===== src/rtl/life_engine_param.sv =====
// Parametrised Game-of-Life generation engine with ping-pong boards.
// Ports:
//   clk        pixel clock
//   rst_n      async active-low reset
//   step       one-cycle new-generation request
//   run        1: accept every step; 0: paused
//   single     when paused, a step is accepted only while single=1
//   reload     synchronous SEED reload into the front board; highest priority
//   rd_x/rd_y  display read coordinate
//   rd_cell    registered front-board cell at (rd_x, rd_y)
//   busy       high while a generation is being evaluated
//   done       one-cycle pulse on the cycle after the board swap
//   gen_count  completed generations since reset/reload (wraps)
module life_engine_param #(
  parameter int unsigned BIT_W = 3,
  parameter int unsigned BIT_H = 3,
  parameter int unsigned WRAP  = 0,
  parameter logic [(2**BIT_W)*(2**BIT_H)-1:0] SEED = 64'h50A8_8888_0609_0909,
  parameter int unsigned GEN_W = 16
) (
  input  logic             clk,
  input  logic             rst_n,
  input  logic             step,
  input  logic             run,
  input  logic             single,
  input  logic             reload,
  input  logic [BIT_W-1:0] rd_x,
  input  logic [BIT_H-1:0] rd_y,
  output logic             rd_cell,
  output logic             busy,
  output logic             done,
  output logic [GEN_W-1:0] gen_count
);

  localparam int unsigned W     = 2**BIT_W;
  localparam int unsigned H     = 2**BIT_H;
  localparam int unsigned SIZE  = W * H;
  localparam int unsigned IDX_W = BIT_W + BIT_H;

  typedef enum logic {
    S_IDLE = 1'b0,
    S_EVAL = 1'b1
  } state_t;

  state_t             r_state;
  logic [IDX_W-1:0]   r_idx;
  logic [SIZE-1:0]    r_board_a;
  logic [SIZE-1:0]    r_board_b;
  logic               r_front_b;
  logic               r_rd_cell;
  logic               r_busy;
  logic               r_done;
  logic [GEN_W-1:0]   r_gen;

  state_t             w_state_nxt;
  logic [IDX_W-1:0]   w_idx_nxt;
  logic               w_busy_nxt;
  logic               w_done_nxt;
  logic [GEN_W-1:0]   w_gen_nxt;
  logic               w_front_b_nxt;
  logic               w_wr_en;

  logic [SIZE-1:0]    w_front;
  logic [BIT_W-1:0]   w_x;
  logic [BIT_H-1:0]   w_y;
  logic [3:0]         w_ncount;
  logic               w_cur;
  logic               w_new_cell;
  logic [IDX_W-1:0]   w_rd_idx;

  assign w_front    = r_front_b ? r_board_b : r_board_a;
  assign w_x        = r_idx[BIT_W-1:0];
  assign w_y        = r_idx[IDX_W-1:BIT_W];
  assign w_cur      = w_front[r_idx];
  assign w_new_cell = (w_ncount == 4'd3) | (w_cur & (w_ncount == 4'd2));
  assign w_rd_idx   = {rd_y, rd_x};

  // Live-neighbour count of the current cell in the front board.
  always_comb begin : nbr_count
    int               nx;
    int               ny;
    logic             in_b;
    logic [IDX_W-1:0] ni;
    w_ncount = 4'd0;
    nx       = 0;
    ny       = 0;
    in_b     = 1'b0;
    ni       = '0;
    for (int dy = -1; dy <= 1; dy++) begin
      for (int dx = -1; dx <= 1; dx++) begin
        nx = int'(w_x) + dx;
        ny = int'(w_y) + dy;
        if (WRAP != 0) begin
          // Toroidal: wrap by masking to the board width/height.
          nx   = nx & (int'(W) - 1);
          ny   = ny & (int'(H) - 1);
          in_b = 1'b1;
        end else begin
          in_b = (nx >= 0) && (nx < int'(W)) && (ny >= 0) && (ny < int'(H));
        end
        if (dx == 0 && dy == 0) in_b = 1'b0;
        ni = IDX_W'(ny * int'(W) + nx);
        if (in_b) w_ncount = w_ncount + {3'b000, w_front[ni]};
      end
    end
  end

  // Next-state and registered-output logic.
  always_comb begin
    w_state_nxt   = r_state;
    w_idx_nxt     = r_idx;
    w_busy_nxt    = r_busy;
    w_done_nxt    = 1'b0;
    w_gen_nxt     = r_gen;
    w_front_b_nxt = r_front_b;
    w_wr_en       = 1'b0;
    if (reload) begin
      w_state_nxt = S_IDLE;
      w_idx_nxt   = '0;
      w_busy_nxt  = 1'b0;
      w_gen_nxt   = '0;
    end else begin
      case (r_state)
        S_IDLE: begin
          if (step && (run || single)) begin
            w_state_nxt = S_EVAL;
            w_idx_nxt   = '0;
            w_busy_nxt  = 1'b1;
          end
        end
        S_EVAL: begin
          w_wr_en   = 1'b1;
          w_idx_nxt = r_idx + IDX_W'(1);
          if (r_idx == IDX_W'(SIZE - 1)) begin
            w_state_nxt   = S_IDLE;
            w_busy_nxt    = 1'b0;
            w_done_nxt    = 1'b1;
            w_gen_nxt     = r_gen + GEN_W'(1);
            w_front_b_nxt = ~r_front_b;
          end
        end
        default: w_state_nxt = S_IDLE;
      endcase
    end
  end

  // Control state registers.
  always_ff @(posedge clk or negedge rst_n) begin
    if (!rst_n) begin
      r_state   <= S_IDLE;
      r_idx     <= '0;
      r_busy    <= 1'b0;
      r_done    <= 1'b0;
      r_gen     <= '0;
      r_front_b <= 1'b0;
      r_rd_cell <= 1'b0;
    end else begin
      r_state   <= w_state_nxt;
      r_idx     <= w_idx_nxt;
      r_busy    <= w_busy_nxt;
      r_done    <= w_done_nxt;
      r_gen     <= w_gen_nxt;
      r_front_b <= w_front_b_nxt;
      r_rd_cell <= w_front[w_rd_idx];
    end
  end

  // Board storage: reload overwrites the front; evaluation writes the back.
  always_ff @(posedge clk or negedge rst_n) begin
    if (!rst_n) begin
      r_board_a <= SEED;
      r_board_b <= '0;
    end else if (reload) begin
      if (r_front_b) r_board_b <= SEED;
      else           r_board_a <= SEED;
    end else if (w_wr_en) begin
      if (r_front_b) r_board_a[r_idx] <= w_new_cell;
      else           r_board_b[r_idx] <= w_new_cell;
    end
  end

  assign rd_cell   = r_rd_cell;
  assign busy      = r_busy;
  assign done      = r_done;
  assign gen_count = r_gen;

endmodule

===== config.mk =====
export PLATFORM = sky130hd
export DESIGN_NAME = life_engine_param
export DESIGN_NICKNAME = d
export VERILOG_FILES = /design/src/rtl/life_engine_param.sv
export SDC_FILE = /design/constraint.sdc
export NUM_CORES = 1
export LEC_CHECK = 0
export BUFFER_PORTS_ARGS = -buffer_cell sky130_fd_sc_hd__buf_4
export CORE_UTILIZATION = 45
export CTS_CLUSTER_SIZE = 20
export DETAILED_ROUTE_END_ITERATION = 10
export GPL_ROUTABILITY_DRIVEN = 0
export HOLD_SLACK_MARGIN = 0.06
export MAX_ROUTING_LAYER = met4
export PLACE_DENSITY = 0.68
export SLEW_MARGIN = 10
export SYNTH_ARGS = -nofsm -noshare
export SYNTH_HDL_FRONTEND = slang
export SYNTH_SLANG_ARGS = --single-unit

===== constraint.sdc =====
create_clock -name clk -period 9.3 [get_ports clk]
set_input_delay 0.93 -clock clk [delete_from_list [all_inputs] [get_ports clk]]
set_output_delay 0.93 -clock clk [all_outputs]
set_load 0.05 [all_outputs]

==> metrics, run 1 <==
Worst R2R Path Depth 35; clock sinks 155; Core ar. 23,700 um^2; actual slew at the worst max-slew pin 1.11 ns; worst skew pair latency around 0.43 ns; Area Overhead vs Synth 10.1%; Post-DP Area 11,500 um^2; PortBufs 30; most used cell, CP ha_1; CTS Buffer Depth 2; via count around 9,900; Worst Hold Class reg -> reg; top post-synthesis cells by area dfrtp_1 32%, mux4_2 9.7%, o21ai_0 7.6%; setup bufs post-CTS 0; drt wl/cell 22.4 um; drc violations 0; Yosys top cell area share 0.315; CP peak stage delay 0.61 ns; Hold Crit Start busy; max cap viols 0; worst endpoint data arrival time 8.99 ns; Worst Path Max Fanout 16; vias in the first global route 9,292; post-route ant nets 0; Via density 6.48; count of final setup violators 0; period utilization 0.931; Die Wd 158 um; reg2reg setup slack about 0.64 ns; CTS resizes 0; Tot Pwr ~1.8 mW; Starting Density 0.463; CP max stage cell or3_1; Crit Reg-Reg Endpoint r_board_b[47]; nets 1,243; # IOs 31; Final Skew 0.0141 ns; Pleak 4.72 nW; Worst VDD drop 0.000102 V; CP endpoint kind register; relative slew slack 0.259; Site Rows 56; Synthesis Warnings 0; Post-Syn Instances 1,216; CTS tree yes; gr ovfl total 0; most numerous cell in the Yosys netlist o21ai_0; fraction of registers with async set/reset 1.00; post-synthesis register bit count 155; H-tree levels 4; DP HPWL ~23,000 um; DRT Wirelength ~34,000 um; Final Cell Area 12,100 um^2; Ant. Diodes 0; Pre-Repair DR Iteration Count 6; dpl cells 1,501; synth unique cells 69; initial drt markers about 1,100; Synth Area per Inst approximately 9.0 um^2; Max Slew Vio Count 0; hold buffers post-CTS 0; Hold Path Sink busy; Setup TNS Final 0 ns; final hold vios 0; CP Data Required Time 9.63 ns; first-pass GRT wire length 54,200 um; Tot GR Track Use 0.295; Die ar. 25,000 um^2; root buf cell clkbuf_16; Post-synth EDFFs 0; Reg2Reg Launch Point r_idx[1]; Die Span Y 158 um; hold depth 2; register area share after synthesis 0.356; commonest cells in the netlist 167 x o21ai_0, 138 x dfrtp_1, 119 x a21oi_1; Post-synth top flop dfrtp_1; fraction of layout cells with a size suffix above 1 0.189; PwrDens 146 nW/um^2; area leader, netlist dfrtp_1; initial antenna violation count 0; f_max 0.116 GHz; outcome completed; Netlist Area Pre-Place 11,000 um^2; Tmin final 8.66 ns; Finished Core Util 0.510; RSZ-0062 raised after global routing no; largest net degree at the start of global routing 86; Post-Syn Nets 1,258; Layout Cells excl Fill 1,533; Setup crit start kind register; clock transition at the registers of the reported paths 0.06 ns; Worst Path Class, Setup reg -> reg; CTS buffer count 17
## per-stage QoR
stage	setup slack (ns)	hold WS [ns]
floorplan	1.26	0.466
global placement	1.07	0.483
detailed placement	0.806	0.486
CTS	0.760	0.502
global route	0.0273	0.524
finish	0.644	0.494
## cells in the final DEF, fill, tap and decap left out, drive strengths merged, types with 27 or more instances in the layout
master and instances:
o21ai 230, dfrtp 138, a21oi 119, nand2 118
nor2 101, buf 67, mux2i 56, mux2 47
mux4 47, ha 27
## metal layers
| metal | wire length, um | global-route usage |
|---|---|---|
| met2 | 15600 | 0.430 |
| met4 | 1330 | 0.125 |
| met3 | 3330 | 0.0449 |
| met5 | 0 | - |
| met1 | 14100 | 0.409 |
## sequential cells by signal (all words and copies together) (netlist names)
signal     count
r_board_a     64
r_board_b     64
gen_count     16
r_idx          6
busy           1
done           1
r_front_b      1
r_state        1
rd_cell        1
## power by group
part | switching [mW] | internal [mW] | leakage (nW) | total [mW]
clock | 0.300 | 0.434 | 0.293 | 0.734
sequential | 0.0131 | 0.695 | 2.02 | 0.708
combinational | 0.198 | 0.123 | 2.40 | 0.321
## critical path, delay by kind of cell (launching register included)
kind,cells,cell delay [ns]
xor+xnor,4,0.72
compound gates,4,0.82
simple gates,12,2.26
flops,1,0.58
fa+ha+maj,9,2.64
buf+inv,2,0.39
mux,4,1.15
## area by class of cell
cell class	count	area [um^2]
fillers	2241	11600
multi-input cells	943	6570
flip-flops and latches	155	3910
repair buffers	67	519
clock buffers	21	450
well taps	319	399
clock inverters	11	159
inverters	17	63.8
## how the worst max path moves through the flow
| stage | start | end | slack, ns |
|---|---|---|---|
| 2_1_floorplan | r_idx[0] | r_board_b[47] | 1.26 |
| 3_3_place_gp | r_idx[1] | r_board_b[47] | 1.07 |
| 3_5_place_dp | r_idx[1] | r_board_b[47] | 0.81 |
| 4_1_cts | r_idx[1] | r_board_b[47] | 0.76 |
| 5_1_grt | r_idx[1] | r_board_b[62] | 0.03 |
| 6_report | r_idx[1] | r_board_b[47] | 0.64 |
## cells by family (layout without fill, tap and decap cells)
kind of cell	after synthesis	count (layout)	share of synthesized area
compound gates	422	422	0.212
simple gates	316	316	0.129
flops	155	155	0.356
mux	150	150	0.197
buf+inv	118	116	0.0477
fa+ha+maj	30	30	0.0363
xor+xnor	25	25	0.0213
Power figures use the tool's default switching activity.
==> run 2: changes to the inputs <==
--- a/config.mk
+++ b/config.mk
@@ -5,7 +5,7 @@
 export SDC_FILE = /design/constraint.sdc
 export NUM_CORES = 1
 export LEC_CHECK = 0
-export BUFFER_PORTS_ARGS = -buffer_cell sky130_fd_sc_hd__buf_4
+export BUFFER_PORTS_ARGS = -buffer_cell sky130_fd_sc_hd__buf_2
 export CORE_UTILIZATION = 45
 export CTS_CLUSTER_SIZE = 20
 export DETAILED_ROUTE_END_ITERATION = 10
==> run 2 against run 1 <==
Compared with the run above:
- cell count shrank 0.13%
- sequential power is essentially flat
- sequential share of layout area grew 0.33 points
- power shrank 1.8%
- global-route usage shrank 0.079 points
- critical path depth is the same
- maximum frequency shrank 0.15%
==> metrics, run 2 (synthesized netlist as in run 1, its figures left out) <==
Final Skew 0.0165 ns; via count 9,960; Ant. Diodes 0; Core ar. 23,700 um^2; setup ws final 0.631 ns; CTS tree yes; Area Overhead vs Synth 9.02%; worst hold slack 0.490 ns; outcome completed; PortBufs 30; gr ovfl total 0; post-route ant nets 0; # IOs 31; relative slew slack 0.295; clock sinks around 160; pre-CTS setup slack 0.815 ns; fraction of layout cells with a size suffix above 1 0.189; PwrDens 145 nW/um^2; Die ar. 25,000 um^2; Worst Path Max Fanout 16; vias in the first global route 9,226; first-pass GRT wire length approximately 54,000 um; CTS buffer count 17; CP peak stage delay 0.60 ns; CP Data Required Time 9.63 ns; DRT Wirelength 34,500 um; CP endpoint kind register; H-tree levels 4; CP max stage cell or3_1; dpl cells 1,499; DP HPWL 23,200 um; clock transition at the registers of the reported paths ~0.070 ns; Pre-Repair DR Iteration Count 5; max cap viols 0; actual slew at the worst max-slew pin roughly 1.1 ns; Worst Path Class, Setup reg -> reg; Worst R2R Path Depth 35; Site Rows 56; root buf cell clkbuf_16; drt wl/cell about 23 um; RSZ-0062 raised after global routing no; Max Slew Vio Count 0; most frequent cells in the layout 167 x o21ai_0, 136 x dfrtp_1, 119 x a21oi_1, 118 x nand2_1, 101 x nor2_1; Layout Cells excl Fill roughly 1,500; setup bufs post-CTS 0; Pleak 4.70 nW; Setup crit start kind register; initial antenna violation count 0; most used cell, CP ha_1; worst endpoint data arrival time 9.00 ns; largest net degree at the start of global routing 79; commonest non-fill, non-tap cell in the layout o21ai_0; Die Wd 158 um; Starting Density 0.463; Tot Pwr 1.73 mW; f_max 0.115 GHz; hold buffers post-CTS 0; final hold vios 0; nets 1,241; initial drt markers around 1,100; Die Span Y 158 um; Setup TNS Final 0 ns; Worst Hold Class in -> async; period utilization 0.932; Tmin final approximately 8.7 ns; Tot GR Track Use 0.294; drc violations 0; CTS Buffer Depth 2; count of final setup violators 0; Worst VDD drop 0.000110 V; Via density 6.51; worst skew pair latency 0.45 ns; CTS resizes 0
run 2: cell types whose count changed in the layout (fill, tap and decap cells not counted), sizes merged:
cell      delta
inv          +7
buf          -2
clkinv       -1
bufinv       -2
clkbuf       -3
clkinvlp     -1
run 2: metal layers:
metal	wire length (um)	global-route usage	vias up
li1	-	-	4447
met1	14400	0.403	4814
met2	15300	0.423	576
met3	3250	0.0509	123
met4	1530	0.138	0
met5	0	-	-
run 2: worst paths after layout:
kind / startpoint / endpoint / slack, ns
max: r_idx[1] / r_board_b[47] / 0.63
min: rst_n / gen_count[11] / 0.49
max reg2reg: r_idx[1] / r_board_b[47] / 0.63
min reg2reg: busy / busy / 0.49
max in group asynchronous: rst_n / r_front_b / 7.23
min in group clk: busy / busy / 0.49
run 2: metrics by stage:
step	cell area (um^2)	util
floorplan	11000	-
global placement	11400	0.480
detailed placement	11400	0.480
CTS	11900	0.504
global route	11900	0.504
finish	11900	0.504
run 2: report_power, final:
group	switching (mW)	internal, mW	total [mW]
Sequential	0.0135	0.694	0.708
Combinational	0.194	0.121	0.315
Clock	0.328	0.381	0.709
run 2: final cells by class:
class	count	area [um^2]
Sequential cell	155	3910
Multi-Input combinational cell	943	6570
Clock inverter	14	148
Clock buffer	18	429
Tap cell	319	399
Timing Repair Buffer	65	432
Inverter	17	63.8
Fill cell	2231	11700
run 2: critical path: cells and delay by family (launching register included):
kind | cells | cell delay [ns]
AOI/OAI and AO/OA | 4 | 0.86
adders and majority gates | 9 | 2.64
DFF | 1 | 0.55
muxes | 4 | 1.13
xor gates and xnor gates | 4 | 0.67
and+or+nand+nor | 12 | 2.33
buffers and inverters | 2 | 0.39
==> run 3: changes to the inputs <==
--- a/config.mk
+++ b/config.mk
@@ -6,6 +6,7 @@
 export NUM_CORES = 1
 export LEC_CHECK = 0
 export BUFFER_PORTS_ARGS = -buffer_cell sky130_fd_sc_hd__buf_2
+export CORE_MARGIN = 3
 export CORE_UTILIZATION = 45
 export CTS_CLUSTER_SIZE = 20
 export DETAILED_ROUTE_END_ITERATION = 10
@@ -13,6 +14,7 @@
 export HOLD_SLACK_MARGIN = 0.06
 export MAX_ROUTING_LAYER = met4
 export PLACE_DENSITY = 0.68
+export RECOVER_POWER = 100
 export SLEW_MARGIN = 10
 export SYNTH_ARGS = -nofsm -noshare
 export SYNTH_HDL_FRONTEND = slang
==> constraint.sdc (replaced) <==
create_clock -name clk -period 9.3 [get_ports clk]
set_input_delay 1.86 -clock clk [delete_from_list [all_inputs] [get_ports clk]]
set_output_delay 1.86 -clock clk [all_outputs]
set_load 0.05 [all_outputs]
==> run 3 against run 2 <==
Compared with the run above:
- the run now ends with max-capacitance violations, max-slew violations left
- clock power rose by 1%
- power up 0.45%
- via count increased by 0.83%
- wire length barely moved
- non-clock buffer count up 6
- critical endpoint is now r_board_a[53]
- register-to-register slack got worse by 0.14 ns
- largest cell class unchanged
- utilization increased by 0.095 points
- combinational power hardly changed
- maximum frequency down 1.5%
- hold slack got worse by 0.0017 ns
- flip-flop and latch count unchanged
- critical path type unchanged
==> metrics, run 3 (synthesized netlist as in run 1, its figures left out) <==
outcome finished, violations left; failing checks max-capacitance violations, max-slew violations; PwrDens approximately 150 nW/um^2; most used cell, CP ha_1; drc violations 0; Worst Path Max Fanout 16; Max Slew Vio Count 104; CTS Buffer Depth 2; Worst Hold Class reg -> reg; Pre-Repair DR Iteration Count 6; commonest non-fill, non-tap cell in the layout o21ai_0; Tmin final 8.80 ns; Die ar. between 20,000 and 30,000 um^2; max cap viols 1; worst skew pair latency 0.44 ns; family with the most delay on the worst path adder cells; Die Span Y 162 um; relative slew slack -2.78; Site Rows between 50 and 60; RSZ-0062 raised after global routing no; hold buffers post-CTS 0; DRT Wirelength ~35,000 um; clock transition at the registers of the reported paths 0.07 ns; actual slew at the worst max-slew pin 5.67 ns; first-pass GRT wire length 55,100 um; CP endpoint kind register; switching power 0.520 mW; clock sinks between 150 and 200; DP HPWL 23,400 um; initial antenna violation count 0; CTS resizes 0; Setup crit start kind register; Int Pwr 1.22 mW; initial drt markers 1,254; Core ar. 23,700 um^2; drt wl/cell between 20 and 25 um; most frequent cells in the layout 225 x o21ai_0, 136 x dfrtp_1, 119 x a21oi_1, 118 x nand2_1, 101 x nor2_1; Die Wd roughly 160 um; CP max stage cell dfrtp_1; f_max 0.114 GHz; Tot Pwr 1.74 mW; PortBufs 30; final hold vios 0; Sw Ratio 0.299; root buf cell clkbuf_16; Reg power frac 0.407; count of final setup violators 0; CTS buffer count 17; H-tree levels 4; Worst Path Class, Setup reg -> reg; vias in the first global route 9,554; Worst VDD drop around 0.000090 V; Bufs and invs on worst path 4; via count 10,043; Clock Power Share 0.414; Final Skew 0.0106 ns; fraction of layout cells with a size suffix above 1 0.174; post-route ant nets 0; worst endpoint data arrival time 9.15 ns; # IOs 31; CP Data Required Time 9.65 ns; combinational power share 0.179; Starting Density 0.463; CP peak stage delay 0.61 ns; largest net degree at the start of global routing 104; Ant. Diodes 0; gr ovfl total 0; period utilization 0.947; Via density 6.53; Setup TNS Final 0 ns; Pleak 4.66 nW; Tot GR Track Use 0.275; setup bufs post-CTS 0; CTS tree yes; Area Overhead vs Synth 9.22%; nets 1,247
==> run 3: final timing paths <==
path	slack, ns	end	depth (start not counted)	startpoint
worst max-delay path	0.50	r_board_a[53]	33	r_idx[1]
worst min-delay path	0.49	busy	2	busy
worst max register to register	0.50	r_board_a[53]	33	r_idx[1]
worst min register to register	0.49	busy	2	busy
max in group asynchronous	2.13	r_front_b	2	rst_n
min in group asynchronous	3.50	r_board_b[4]	1	rst_n
==> run 3: routing by layer <==
layer	global-route usage	vias to the layer above	share of wire
li1	-	4446	-
met1	0.369	4885	0.41
met2	0.407	610	0.45
met3	0.0602	102	0.099
met4	0.109	0	0.041
met5	-	-	0
==> run 3: power groups by stage <==
stage / logic, mW / clock network, mW / registers [mW]
6_report: 0.312 / 0.719 / 0.708
4_1_cts: 0.310 / 0.728 / 0.707
5_1_grt: 0.336 / 0.755 / 0.709
3_5_place_dp: 0.308 / 0 / 0.719
2_1_floorplan: 0.216 / 0 / 0.717
3_3_place_gp: 0.303 / 0 / 0.719
==> run 3: tightest hold or removal path: stages, from the launching register on <==
cell	delay [ns]
dfrtp_1	0.34
a21oi_1	0.04
nor2_1	0.07
==> run 3: final cells by class <==
| class | instances | area (um^2) |
|---|---|---|
| fill | 2256 | 11700 |
| clock inverter | 14 | 159 |
| sequential | 155 | 3910 |
| multi-input combinational | 943 | 6570 |
| tap | 319 | 399 |
| timing repair buffer | 71 | 448 |
| clock buffer | 18 | 429 |
| inverter | 17 | 63.8 |
==> run 3: metrics by stage <==
step / instances / instance area (um^2) / worst slack (ns) / utilization / hold slack [ns]
finish: 1537 / 12000 / 0.496 / 0.505 / 0.489
global route: 1537 / 12000 / 0.0927 / 0.505 / 0.531
CTS: 1537 / 12000 / 0.662 / 0.507 / 0.494
detailed placement: 1505 / 11400 / 0.742 / 0.483 / 0.480
global placement: 1505 / 11400 / 0.995 / 0.483 / 0.474
floorplan: 1216 / 11000 / 1.26 / - / 0.466
